File: src/rtl/line_arb_pkg.sv
// Shared types and defaults for the I/D cacheline arbiter.
package line_arb_pkg;

  localparam int LINE_W_DEF = 256;
  localparam int ADDR_W_DEF = 32;
  localparam int OFFSET_W   = 5;

  typedef enum logic [1:0] {IDLE, I_BUSY, D_BUSY, GAP} state_e;
  typedef enum logic {OP_READ, OP_WRITE} op_e;
  typedef enum logic {REQ_I, REQ_D} req_e;

endpackage

File: src/rtl/line_arb_grant.sv
// Combinational winner select between I-cache and D-cache requests.
// RR_EN = 1 favours the requester not granted last; otherwise D_PRIO decides.
module line_arb_grant
  import line_arb_pkg::*;
#(
  parameter bit D_PRIO = 1'b1,
  parameter bit RR_EN  = 1'b0
) (
  input  logic i_req,
  input  logic d_req,
  input  req_e last_grant,
  output logic gnt_valid,
  output req_e gnt
);

  always_comb begin
    gnt_valid = i_req | d_req;
    gnt       = REQ_I;
    if (i_req && d_req) begin
      if (RR_EN) gnt = (last_grant == REQ_I) ? REQ_D : REQ_I;
      else       gnt = D_PRIO ? REQ_D : REQ_I;
    end else if (d_req) begin
      gnt = REQ_D;
    end
  end

endmodule

File: src/rtl/line_arbiter.sv
// Shares one cacheline adaptor between the I-cache and the D-cache.
// Define LINE_ARB_RR_EN for round-robin arbitration instead of fixed D_PRIO.
//
// state  | meaning
// IDLE   | evaluate requests, latch winner's op/address/data
// I_BUSY | I-cache transfer in flight, wait for m_resp
// D_BUSY | D-cache transfer in flight, wait for m_resp
// GAP    | one idle cycle so the adaptor returns to idle
module line_arbiter
  import line_arb_pkg::*;
#(
  parameter int LINE_W = LINE_W_DEF,
  parameter int ADDR_W = ADDR_W_DEF,
  parameter bit D_PRIO = 1'b1
) (
  input  logic              clk,
  input  logic              reset_n,
  input  logic              i_read,
  input  logic [ADDR_W-1:0] i_addr,
  output logic [LINE_W-1:0] i_rdata,
  output logic              i_resp,
  input  logic              d_read,
  input  logic              d_write,
  input  logic [ADDR_W-1:0] d_addr,
  input  logic [LINE_W-1:0] d_wdata,
  output logic [LINE_W-1:0] d_rdata,
  output logic              d_resp,
  output logic              m_read,
  output logic              m_write,
  output logic [ADDR_W-1:0] m_addr,
  output logic [LINE_W-1:0] m_wdata,
  input  logic [LINE_W-1:0] m_rdata,
  input  logic              m_resp
);

  state_e              state_q, state_d;
  op_e                 op_q;
  logic [ADDR_W-1:0]   addr_q;
  logic [LINE_W-1:0]   wdata_q;
  logic                d_req, gnt_valid, busy, grant_now;
  req_e                gnt, last_grant;

  assign d_req     = d_read | d_write;
  assign grant_now = (state_q == IDLE) && gnt_valid;

`ifdef LINE_ARB_RR_EN
  localparam bit RR_EN = 1'b1;
  req_e last_q;

  always_ff @(posedge clk) begin
    if (!reset_n)       last_q <= REQ_I;
    else if (grant_now) last_q <= gnt;
  end
  assign last_grant = last_q;
`else
  localparam bit RR_EN = 1'b0;
  assign last_grant = REQ_I;
`endif

  line_arb_grant #(.D_PRIO(D_PRIO), .RR_EN(RR_EN)) u_grant (
    .i_req      (i_read),
    .d_req      (d_req),
    .last_grant (last_grant),
    .gnt_valid  (gnt_valid),
    .gnt        (gnt)
  );

  always_ff @(posedge clk) begin
    if (!reset_n) state_q <= IDLE;
    else          state_q <= state_d;
  end

  always_comb begin
    state_d = state_q;
    case (state_q)
      IDLE:           if (gnt_valid) state_d = (gnt == REQ_D) ? D_BUSY : I_BUSY;
      I_BUSY, D_BUSY: if (m_resp)    state_d = GAP;
      GAP:            state_d = IDLE;
      default:        state_d = IDLE;
    endcase
  end

  // Requester inputs are only looked at on the grant cycle; after that the latch owns the bus.
  always_ff @(posedge clk) begin
    if (!reset_n) begin
      op_q    <= OP_READ;
      addr_q  <= '0;
      wdata_q <= '0;
    end else if (grant_now) begin
      if (gnt == REQ_D) begin
        op_q   <= d_write ? OP_WRITE : OP_READ;
        addr_q <= {d_addr[ADDR_W-1:OFFSET_W], {OFFSET_W{1'b0}}};
        if (d_write) wdata_q <= d_wdata;
      end else begin
        op_q   <= OP_READ;
        addr_q <= {i_addr[ADDR_W-1:OFFSET_W], {OFFSET_W{1'b0}}};
      end
    end
  end

  assign busy    = (state_q == I_BUSY) || (state_q == D_BUSY);
  assign m_read  = reset_n && busy && (op_q == OP_READ);
  assign m_write = reset_n && busy && (op_q == OP_WRITE);
  assign m_addr  = addr_q;
  assign m_wdata = wdata_q;

  // Gated by reset_n so a reset coinciding with m_resp never completes a transfer.
  assign i_resp  = reset_n && (state_q == I_BUSY) && m_resp;
  assign d_resp  = reset_n && (state_q == D_BUSY) && m_resp;
  assign i_rdata = m_rdata;
  assign d_rdata = m_rdata;

endmodule

File: config.mk
export PLATFORM = sky130hd
export DESIGN_NAME = line_arbiter
export DESIGN_NICKNAME = d
export VERILOG_FILES = /design/src/rtl/line_arb_pkg.sv /design/src/rtl/line_arb_grant.sv /design/src/rtl/line_arbiter.sv
export SDC_FILE = /design/constraint.sdc
export NUM_CORES = 1
export LEC_CHECK = 0
export CELL_PAD_IN_SITES_DETAIL_PLACEMENT = 1
export CELL_PAD_IN_SITES_GLOBAL_PLACEMENT = 1
export CORE_AREA = 2 2 533 535
export DETAILED_ROUTE_END_ITERATION = 8
export DIE_AREA = 0 0 535 537
export PLACE_DENSITY_LB_ADDON = 0.2
export SKIP_CTS_REPAIR_TIMING = 1
export SLEW_MARGIN = 20
export SYNTH_ARGS = -nofsm -noshare
export SYNTH_HDL_FRONTEND = slang
export SYNTH_SLANG_ARGS = --single-unit
File: constraint.sdc
create_clock -name clk -period 4.4 [get_ports clk]
set_input_delay 0.66 -clock clk [delete_from_list [all_inputs] [get_ports clk]]
set_output_delay 0.66 -clock clk [all_outputs]
set_load 0.02 [all_outputs]
==> flow_metrics.env, run 1 <==
export IMPL_status="finished, final reports clean"
export IMPL_synthFlopType="dfxtp_1"
export IMPL_setup_viol=0
export IMPL_syn_to_final_growth_pct=56.8
export IMPL_maxSlewHeadroom_pct=47.4
export IMPL_synthAdderAreaFrac_pct=0.351
export IMPL_ys_async_sr_fraction_pct=0
export IMPL_ys_warn_count=0
export IMPL_grt_pass1_vias=12900
export IMPL_end_kind="output port"
export IMPL_drtIter0Drc=253
export IMPL_drive_above_1_share_pct=6.06
export IMPL_critPathKind="flip-flop to output port"
export IMPL_grt_ovfl_total=0
export IMPL_hpwl_um=109000
export IMPL_synth_compound_area_share_pct=11.5
export IMPL_critPathLaunchType="flip-flop"
export IMPL_synth_top_area_cell="dfxtp_1"
export IMPL_ant_nets=0
export IMPL_die_h_um=537
export IMPL_drc=0
export IMPL_synth_cell_types=29
export IMPL_synth_top_family_by_area="buffers and inverters"
export IMPL_cts_buffer_depth=3
export IMPL_synthesis_area_mm2=0.0143
export IMPL_finalWirelength_um=130000
export IMPL_max_freq_mhz=339
export IMPL_port_buffers=602
export IMPL_grt_max_degree=85
export IMPL_die_area_mm2=0.287
export IMPL_fillers=33300
export IMPL_wl_per_cell_um=23.1
export IMPL_vias=12200
export IMPL_clkTransAtPathRegs_ns=0.06
export IMPL_required_ns=3.74
export IMPL_leakage_nw=6.78
export IMPL_root_buffer="clkbuf_16"
export IMPL_drv_cap=0
export IMPL_post_route_period_util_pct=67.1
export IMPL_ios=1386
export IMPL_grt_pass1_wl_um=158000
export IMPL_synthXorXnorAreaFrac_pct=0
export IMPL_antenna_found_initial=76
export IMPL_yosys_register_bits=286
export IMPL_worstMarginPinSlew_ns=0.789
export IMPL_seq_area_frac_synth_pct=40.1
export IMPL_fin_crit_ns=2.95
export IMPL_synth_area_per_cell_um2=8.02
export IMPL_synth_cells=1778
export IMPL_hold_viol=0
export IMPL_total_power_w=0.0122
export IMPL_routabilityCongestion=0.700
export IMPL_clock_skew_ns=0.0490
export IMPL_rows=195
export IMPL_fin_cells=5626
export IMPL_clk_latency_ns=0.72
export IMPL_dr_pass1_iters=4
export IMPL_hp_class="flip-flop to flip-flop"
export IMPL_synth_enable_flop_cells=0
export IMPL_grt_util_all_layers_pct=8.72
export IMPL_synthMostInstantiatedCell="buf_4"
export IMPL_via_per_inst=2.17
export IMPL_synth_top_area_share_pct=40.1
export IMPL_chipWidth_um=535
export IMPL_start_util_pct=5.07
export IMPL_cts_buffers=51
export IMPL_fin_nets=2429
export IMPL_fin_util_pct=7.95
export IMPL_irDropWorstVdd_uv=274
export IMPL_path_max_fanout=5
export IMPL_slew_violations=0
export IMPL_cts_sinks=286
export IMPL_p_per_area_mw_per_mm2=546
export IMPL_finalSetupTns_ns=0
export IMPL_rsz0062_at_grt="no"
export IMPL_seqCellArea_mm2=0.00573
export IMPL_cts_htree_levels=2
export IMPL_synthTopCellsByCount="buf_4 (521), nand2_1 (514), dfxtp_1 (286)"
export IMPL_synthMuxAreaShare_pct=1.89
export IMPL_tritoncts="done"
export IMPL_dp_cells=5533
export IMPL_coreArea_mm2=0.281
export IMPL_multiInputGateArea_mm2=0.00401
export IMPL_synth_simple_area_share_pct=14.2
export IMPL_synthTopCellsByArea="dfxtp_1 (40%), buf_4 (27%), nand2_1 (14%), a21oi_1 (9.6%), buf_6 (2.4%)"
export IMPL_cp_arrival_ns=2.29
## worst paths after layout
path,from,to,slack [ns],cells past startpoint
worst max-delay path,state_q[1]$_SDFFE_PN0P_,m_write,1.45,4
worst min register to register,m_wdata[165]$_SDFFE_PN0P_,m_wdata[165]$_SDFFE_PN0P_,0.45,2
worst min-delay path,m_wdata[165]$_SDFFE_PN0P_,m_wdata[165]$_SDFFE_PN0P_,0.45,2
worst max register to register,state_q[0]$_SDFFE_PN0P_,m_wdata[147]$_SDFFE_PN0P_,2.21,6
## placed cells by master, fill, tap and decap left out, types with 2 or more instances in the layout
cell type,Yosys,layout
clkbuf_16,0,53
a21oi_1,274,274
conb_1,1,5
inv_1,3,3
mux2i_1,27,27
buf_12,0,7
diode_2,0,3
ha_1,4,4
a21oi_2,10,10
dfxtp_1,286,286
clkinvlp_4,0,3
nor3b_1,2,2
o21ai_1,4,4
buf_4,521,13
nand2_1,514,513
clkbuf_1,24,11
clkbuf_8,0,7
o21ai_0,25,25
and3_1,3,3
clkdlybuf4s50_1,0,602
bufinv_16,0,3
clkinv_2,0,10
## sequential cells by signal, indices dropped and copies added (netlist names)
name	flops
m_addr	27
op_q	1
state_q	2
m_wdata	256
## worst max-delay path, stage by stage, from the launching register on
cell,delay (ns)
dfxtp_1,0.35
inv_1,0.09
ha_1,0.35
and3_1,0.18
clkdlybuf4s50_1,0.65
## kinds of logic (layout without fill, tap and decap cells)
group                      Yosys count  after routing
buffers and inverters              618            716
DFF                                286            286
muxes                               27             27
adders and majority gates            4              4
AOI/OAI and AO/OA                  317            317
other                                1              8
and+or+nand+nor                    525            525
## through the flow
stage                     area (µm²)  setup slack, ns  hold slack (ns)
after floorplan                14300             2.52            0.458
after global placement         20700             1.33            0.445
after detailed placement       20700             1.35            0.448
after CTS                      22400             1.30            0.363
after global routing           22400             1.25            0.406
final                          22400             1.45            0.453
## final cells by class
type / count / share of cell area [%]
antenna: 3 / 0.0336
clock buffer: 71 / 6.54
clock inverter: 19 / 0.895
inverter: 4 / 0.101
multi-input combinational: 878 / 17.9
sequential: 286 / 25.6
tap: 3743 / 20.9
timing repair buffer: 622 / 28.0
## where the power goes
part           internal [W]  total, W  switching (W)  leakage [nW]
logic               0.00160   0.00455        0.00295          3.61
registers           0.00313   0.00342       0.000290          2.35
clock network       0.00248   0.00424        0.00176         0.817
total               0.00721    0.0122        0.00499          6.78
## routing by layer
layer | track usage, % | wire length [µm]
met4 | 4.24 | 7550
met3 | 9.02 | 29400
met5 | 0.0822 | 23
met2 | 12.0 | 49600
met1 | 8.26 | 43400
Power figures use the tool's default switching activity.
==> inputs of run 2 (changes only) <==
--- a/config.mk
+++ b/config.mk
@@ -7,9 +7,9 @@
 export LEC_CHECK = 0
 export CELL_PAD_IN_SITES_DETAIL_PLACEMENT = 1
 export CELL_PAD_IN_SITES_GLOBAL_PLACEMENT = 1
-export CORE_AREA = 2 2 533 535
+export CORE_AREA = 2 2 544 546
 export DETAILED_ROUTE_END_ITERATION = 8
-export DIE_AREA = 0 0 535 537
+export DIE_AREA = 0 0 546 548
 export PLACE_DENSITY_LB_ADDON = 0.2
 export SKIP_CTS_REPAIR_TIMING = 1
 export SLEW_MARGIN = 20
==> constraint.sdc (replaced) <==
create_clock -name clk -period 2.9 [get_ports clk]
set_input_delay 0.435 -clock clk [delete_from_list [all_inputs] [get_ports clk]]
set_output_delay 0.435 -clock clk [all_outputs]
set_load 0.02 [all_outputs]
==> run 2 against run 1 <==
Against the previous run: clock power grew 48%; cell count increased by 3.6%; via count up 0.11%; die area grew 4.1%; critical path depth did not move; total power increased by 53%; sequential cell count unchanged; utilization is 0.15 points lower; combinational power rose by 59%; largest cell class unchanged; largest power group unchanged.
==> flow_metrics.env, run 2 (same netlist as run 1, synthesis figures left out) <==
export IMPL_vias=12200
export IMPL_path_max_fanout=3
export IMPL_cts_buffers=51
export IMPL_drtIter0Drc=419
export IMPL_layout_common_cells="clkdlybuf4s50_1 (599), nand2_1 (513), dfxtp_1 (286), a21oi_1 (274), clkbuf_16 (52)"
export IMPL_post_route_period_util_pct=86.8
export IMPL_stdcell_area_mm2=0.0229
export IMPL_status="finished, final reports clean"
export IMPL_dpl_cell_area_mm2=0.0212
export IMPL_rrSetupSlack_ns=0.96
export IMPL_coreArea_mm2=0.293
export IMPL_drv_cap=0
export IMPL_drive_above_1_share_pct=6.97
export IMPL_holdPathStages=3
export IMPL_critPathKind="flip-flop to output port"
export IMPL_wl_per_cell_um=23.4
export IMPL_clk_latency_ns=0.70
export IMPL_largest_reg_flops=256
export IMPL_tritoncts="done"
export IMPL_finalWirelength_um=136000
export IMPL_p_per_area_mw_per_mm2=817
export IMPL_die_area_mm2=0.299
export IMPL_pre_cts_ws_ns=0.573
export IMPL_rsz0062_at_grt="no"
export IMPL_cts_sinks=286
export IMPL_end_kind="output port"
export IMPL_cp_arrival_ns=2.08
export IMPL_hpwl_um=117000
export IMPL_crit_chain="inv_1 > ha_1 > and3_1 > clkdlybuf4s50_1"
export IMPL_dr_pass1_iters=4
export IMPL_syn_to_final_growth_pct=60.4
export IMPL_die_h_um=548
export IMPL_irDropWorstVdd_uv=394
export IMPL_cts_buffer_depth=3
export IMPL_critPathSlowestCell="clkdlybuf4s50_1"
export IMPL_grt_util_all_layers_pct=8.84
export IMPL_via_per_inst=2.09
export IMPL_ios=1386
export IMPL_critPathLaunchType="flip-flop"
export IMPL_leakage_nw=6.91
export IMPL_grt_max_degree=68
export IMPL_r2r_cells=7
export IMPL_total_power_w=0.0187
export IMPL_routabilityCongestion=0.699
export IMPL_ant_nets=0
export IMPL_hp_class="primary input to flip-flop"
export IMPL_max_freq_mhz=397
export IMPL_drc=0
export IMPL_start_util_pct=4.87
export IMPL_worstMarginPinSlew_ns=0.722
export IMPL_finalSetupTns_ns=0
export IMPL_clock_skew_ns=0.0213
export IMPL_maxSlewHeadroom_pct=51.7
export IMPL_chipWidth_um=546
export IMPL_worst_slack_ns=0.382
export IMPL_grt_ovfl_total=0
export IMPL_grt_pass1_vias=13200
export IMPL_fin_crit_ns=2.52
export IMPL_setup_viol=0
export IMPL_root_buffer="clkbuf_16"
export IMPL_antenna_found_initial=73
export IMPL_cts_htree_levels=2
export IMPL_grt_pass1_wl_um=167000
export IMPL_rows=199
export IMPL_final_common_cell="clkdlybuf4s50_1"
export IMPL_slowest_delay_ns=0.64
export IMPL_fin_nets=2442
export IMPL_port_buffers=602
export IMPL_required_ns=2.47
export IMPL_hold_viol=0
export IMPL_clkTransAtPathRegs_ns=0.06
export IMPL_slew_violations=0
==> run 2: cell count changes in the layout (fill, tap and decap cells not counted), moves of 2 or more <==
cell             previous run  this run
clkinv_2                   10         7
clkdlybuf4s50_1           602       599
buf_12                      7        21
diode_2                     3        17
clkbuf_1                   11         9
bufinv_16                   3         1
clkbuf_8                    7        12
==> run 2: final cells by class <==
cell class              instances  area [µm²]
flip-flops and latches        286        5730
diodes                         17        42.5
clock inverters                17         146
inverters                       4        22.5
clock buffers                  73        1500
repair buffers                635        6530
fillers                     34900      270000
multi-input cells             878        4010
well taps                    3919        4900
==> run 2: critical path: cells and delay by family, from the launching register on <==
kind                     cells  cell delay (ns)
buffers and inverters        2             0.75
flip-flops                   1             0.33
adder cells (fa/ha/maj)      1             0.17
AND/OR/NAND/NOR              1             0.16
==> run 2: path summary, 6_finish.rpt <==
| check | start | end |
|---|---|---|
| setup reg to reg | state_q[0]$_SDFFE_PN0P_ | m_wdata[53]$_SDFFE_PN0P_ |
| hold reg to reg | m_wdata[135]$_SDFFE_PN0P_ | m_wdata[135]$_SDFFE_PN0P_ |
| setup / recovery | state_q[1]$_SDFFE_PN0P_ | i_resp |
| hold / removal | d_wdata[212] | m_wdata[212]$_SDFFE_PN0P_ |
==> run 2: per-stage QoR <==
step / hold WS, ns / std cells / util (%)
finish: 0.281 / 5829 / 7.81
floorplan: 0.458 / 1782 / -
global placement: 0.449 / 5722 / 7.23
global route: 0.224 / 5817 / 7.80
detailed placement: 0.448 / 5722 / 7.23
CTS: 0.155 / 5812 / 7.79
==> run 2: where the power goes <==
part / switching (W) / total, W / internal [W]
Combinational: 0.00464 / 0.00723 / 0.00259
Clock: 0.00261 / 0.00626 / 0.00365
Sequential: 0.000458 / 0.00521 / 0.00475
==> run 2: metal layers <==
metal	wire [µm]	GRT usage (%)	share of wire (%)	vias to the layer above
met5	132	0.601	0.097	-
met4	7830	4.67	5.7	6
met3	32400	9.52	24	388
met2	54000	12.5	40	1056
met1	41800	7.67	31	5436
li1	-	-	-	5316
==> RTL change: new RTL, config.mk and constraints of run 1 <==
Add a define of `LINE_ARB_RR_EN`.
--- a/src/rtl/line_arbiter.sv
+++ b/src/rtl/line_arbiter.sv
@@ -6,6 +6,8 @@
 // I_BUSY | I-cache transfer in flight, wait for m_resp
 // D_BUSY | D-cache transfer in flight, wait for m_resp
 // GAP    | one idle cycle so the adaptor returns to idle
+`define LINE_ARB_RR_EN
+
 module line_arbiter
   import line_arb_pkg::*;
 #(
Function: not settled (the Yosys comparison gave no result); the edit may change what the design does.
==> RTL change against run 1 <==
- total power is 5.5% higher
- cell count rose by 1.1%
- sequential share of layout area shrank 1.7 points
- critical endpoint unchanged
- area after synthesis up 9.2%
- cell area rose by 7.3%
- non-clock buffer count grew 19
- wire length increased by 4.1%
- sequential cell count up 1
- global-route usage increased by 0.35 points
- setup slack got worse by 350 ps
==> RTL change: results (changes against run 1) <==
critical_path:
  r2r-end: "m_wdata[210]"
  rrSetupSlack_ps: 2110  # -100 ps
  reg2regPathDepth: 7  # +1
  cp_data_arrival_time_ps: 2640  # +350 ps
pwr:
  vdd_drop_max_mv: 0.284  # +3.7%
  p_leak_nw: 7.13  # +5.2%
clocking:
  root_buffer: "clkbuf_16"
  clk_latency_ps: 690  # -30 ps
synthesis:
  postSynthCellCount: 1871  # +5.2%
  seq_area_frac_synth_pct: 36.9  # -3.2 points
  yosysWarnings: 0  # unchanged
  yosysUniqueCellTypes: 34  # +17%
cells_and_area:
  final_cells: 5687  # +1.1%
  drive_gt1_share_pct: 6.66  # +0.60 points
  fin_nets: 2482  # +2.2%
worst_hold_path:
  worstHoldPathType: "in2reg"
  holdPathEnd: "state_q[0]"
  min_from: "reset_n"
grt:
  grt_pass1_vias: 14700  # +14%
  grt_max_degree: 113  # +33%
  grt_first_pass_wirelength_mm: 168  # +6.5%
  antenna_found_initial: 60  # -21%
  grt_usage_pct: 9.07  # +0.35 points
placement:
  dp.cells: 5586  # +0.96%
  gp_congestion: 0.675  # -3.6%
  pre_cts_ws_ps: 1130  # -216 ps
routing:
  vias: 13700  # +13%
  wire_per_inst_um: 23.8  # +3.0%
  initialDrtViolationCount: 427  # +69%
timing:
  max_slew.worst_pin.slew_ps: 1010  # +217 ps
  fin_hold_ws_ps: 388  # -65.9 ps
  fin_worst_skew_ps: 14.4  # -34.7 ps
run_status:
  status: "finished clean"
==> RTL change: kinds of logic (layout without fill, tap and decap cells) <==
logic type               after synthesis  after routing  share of synthesized area (%)
multiplexers                           1              1                         0.0643
AND/OR/NAND/NOR                      300            300                           9.52
buffers and inverters                675            737                           29.3
adder cells (fa/ha/maj)                4              4                          0.321
flip-flops                           287            287                           36.9
AO/OA/AOI/OAI                        603            603                           23.9
other                                  1             12                         0.0241
==> RTL change: worst max-delay path by stage <==
stage | startpoint | to | slack, ps
after floorplan | reset_n | m_read | 2250
after global placement | i_read | m_wdata[14] | 1190
after detailed placement | i_read | m_wdata[45] | 1130
after CTS | state_q[1] | m_write | 800
after global routing | state_q[0] | m_write | 840
final | state_q[1] | m_write | 1100
==> RTL change: per-stage QoR <==
step                      area, sq um  util (%)
after floorplan                 15600         -
after global placement          22300      7.93
after detailed placement        22300      7.93
after CTS                       24000      8.53
after global routing            24000      8.53
final                           24000      8.54
==> RTL change: area by class of cell <==
cell class	instances	area [sq um]	area share, %
sequential	287	5750	23.9
tap	3743	4680	19.5
timing repair buffer	641	6540	27.2
clock inverter	20	248	1.03
antenna	7	17.5	0.0729
multi-input combinational	913	5320	22.1
inverter	2	7.51	0.0313
clock buffer	74	1450	6.05
==> RTL change: critical path, cell delays in order, from the launching register on <==
cell and delay (ps):
dfxtp_1 360, inv_1 90, ha_1 390, and3_1 260, clkdlybuf4s50_1 830
==> RTL change: layer usage <==
layer  wire (um)  track usage (%)  vias up  share of wire (%)
li1            -                -     5952                  -
met1       44500             8.35     6387                 33
met2       57700             13.9      956                 43
met3       23800             7.33      423                 18
met4        9250             5.36       10                6.8
met5         113            0.181        -              0.084
==> RTL change: power breakdown <==
group | switching (mW) | internal (mW) | leakage (nW)
registers | 0.320 | 3.17 | 2.35
logic | 3.24 | 1.84 | 3.94
clock network | 1.74 | 2.57 | 0.831
total | 5.30 | 7.58 | 7.13
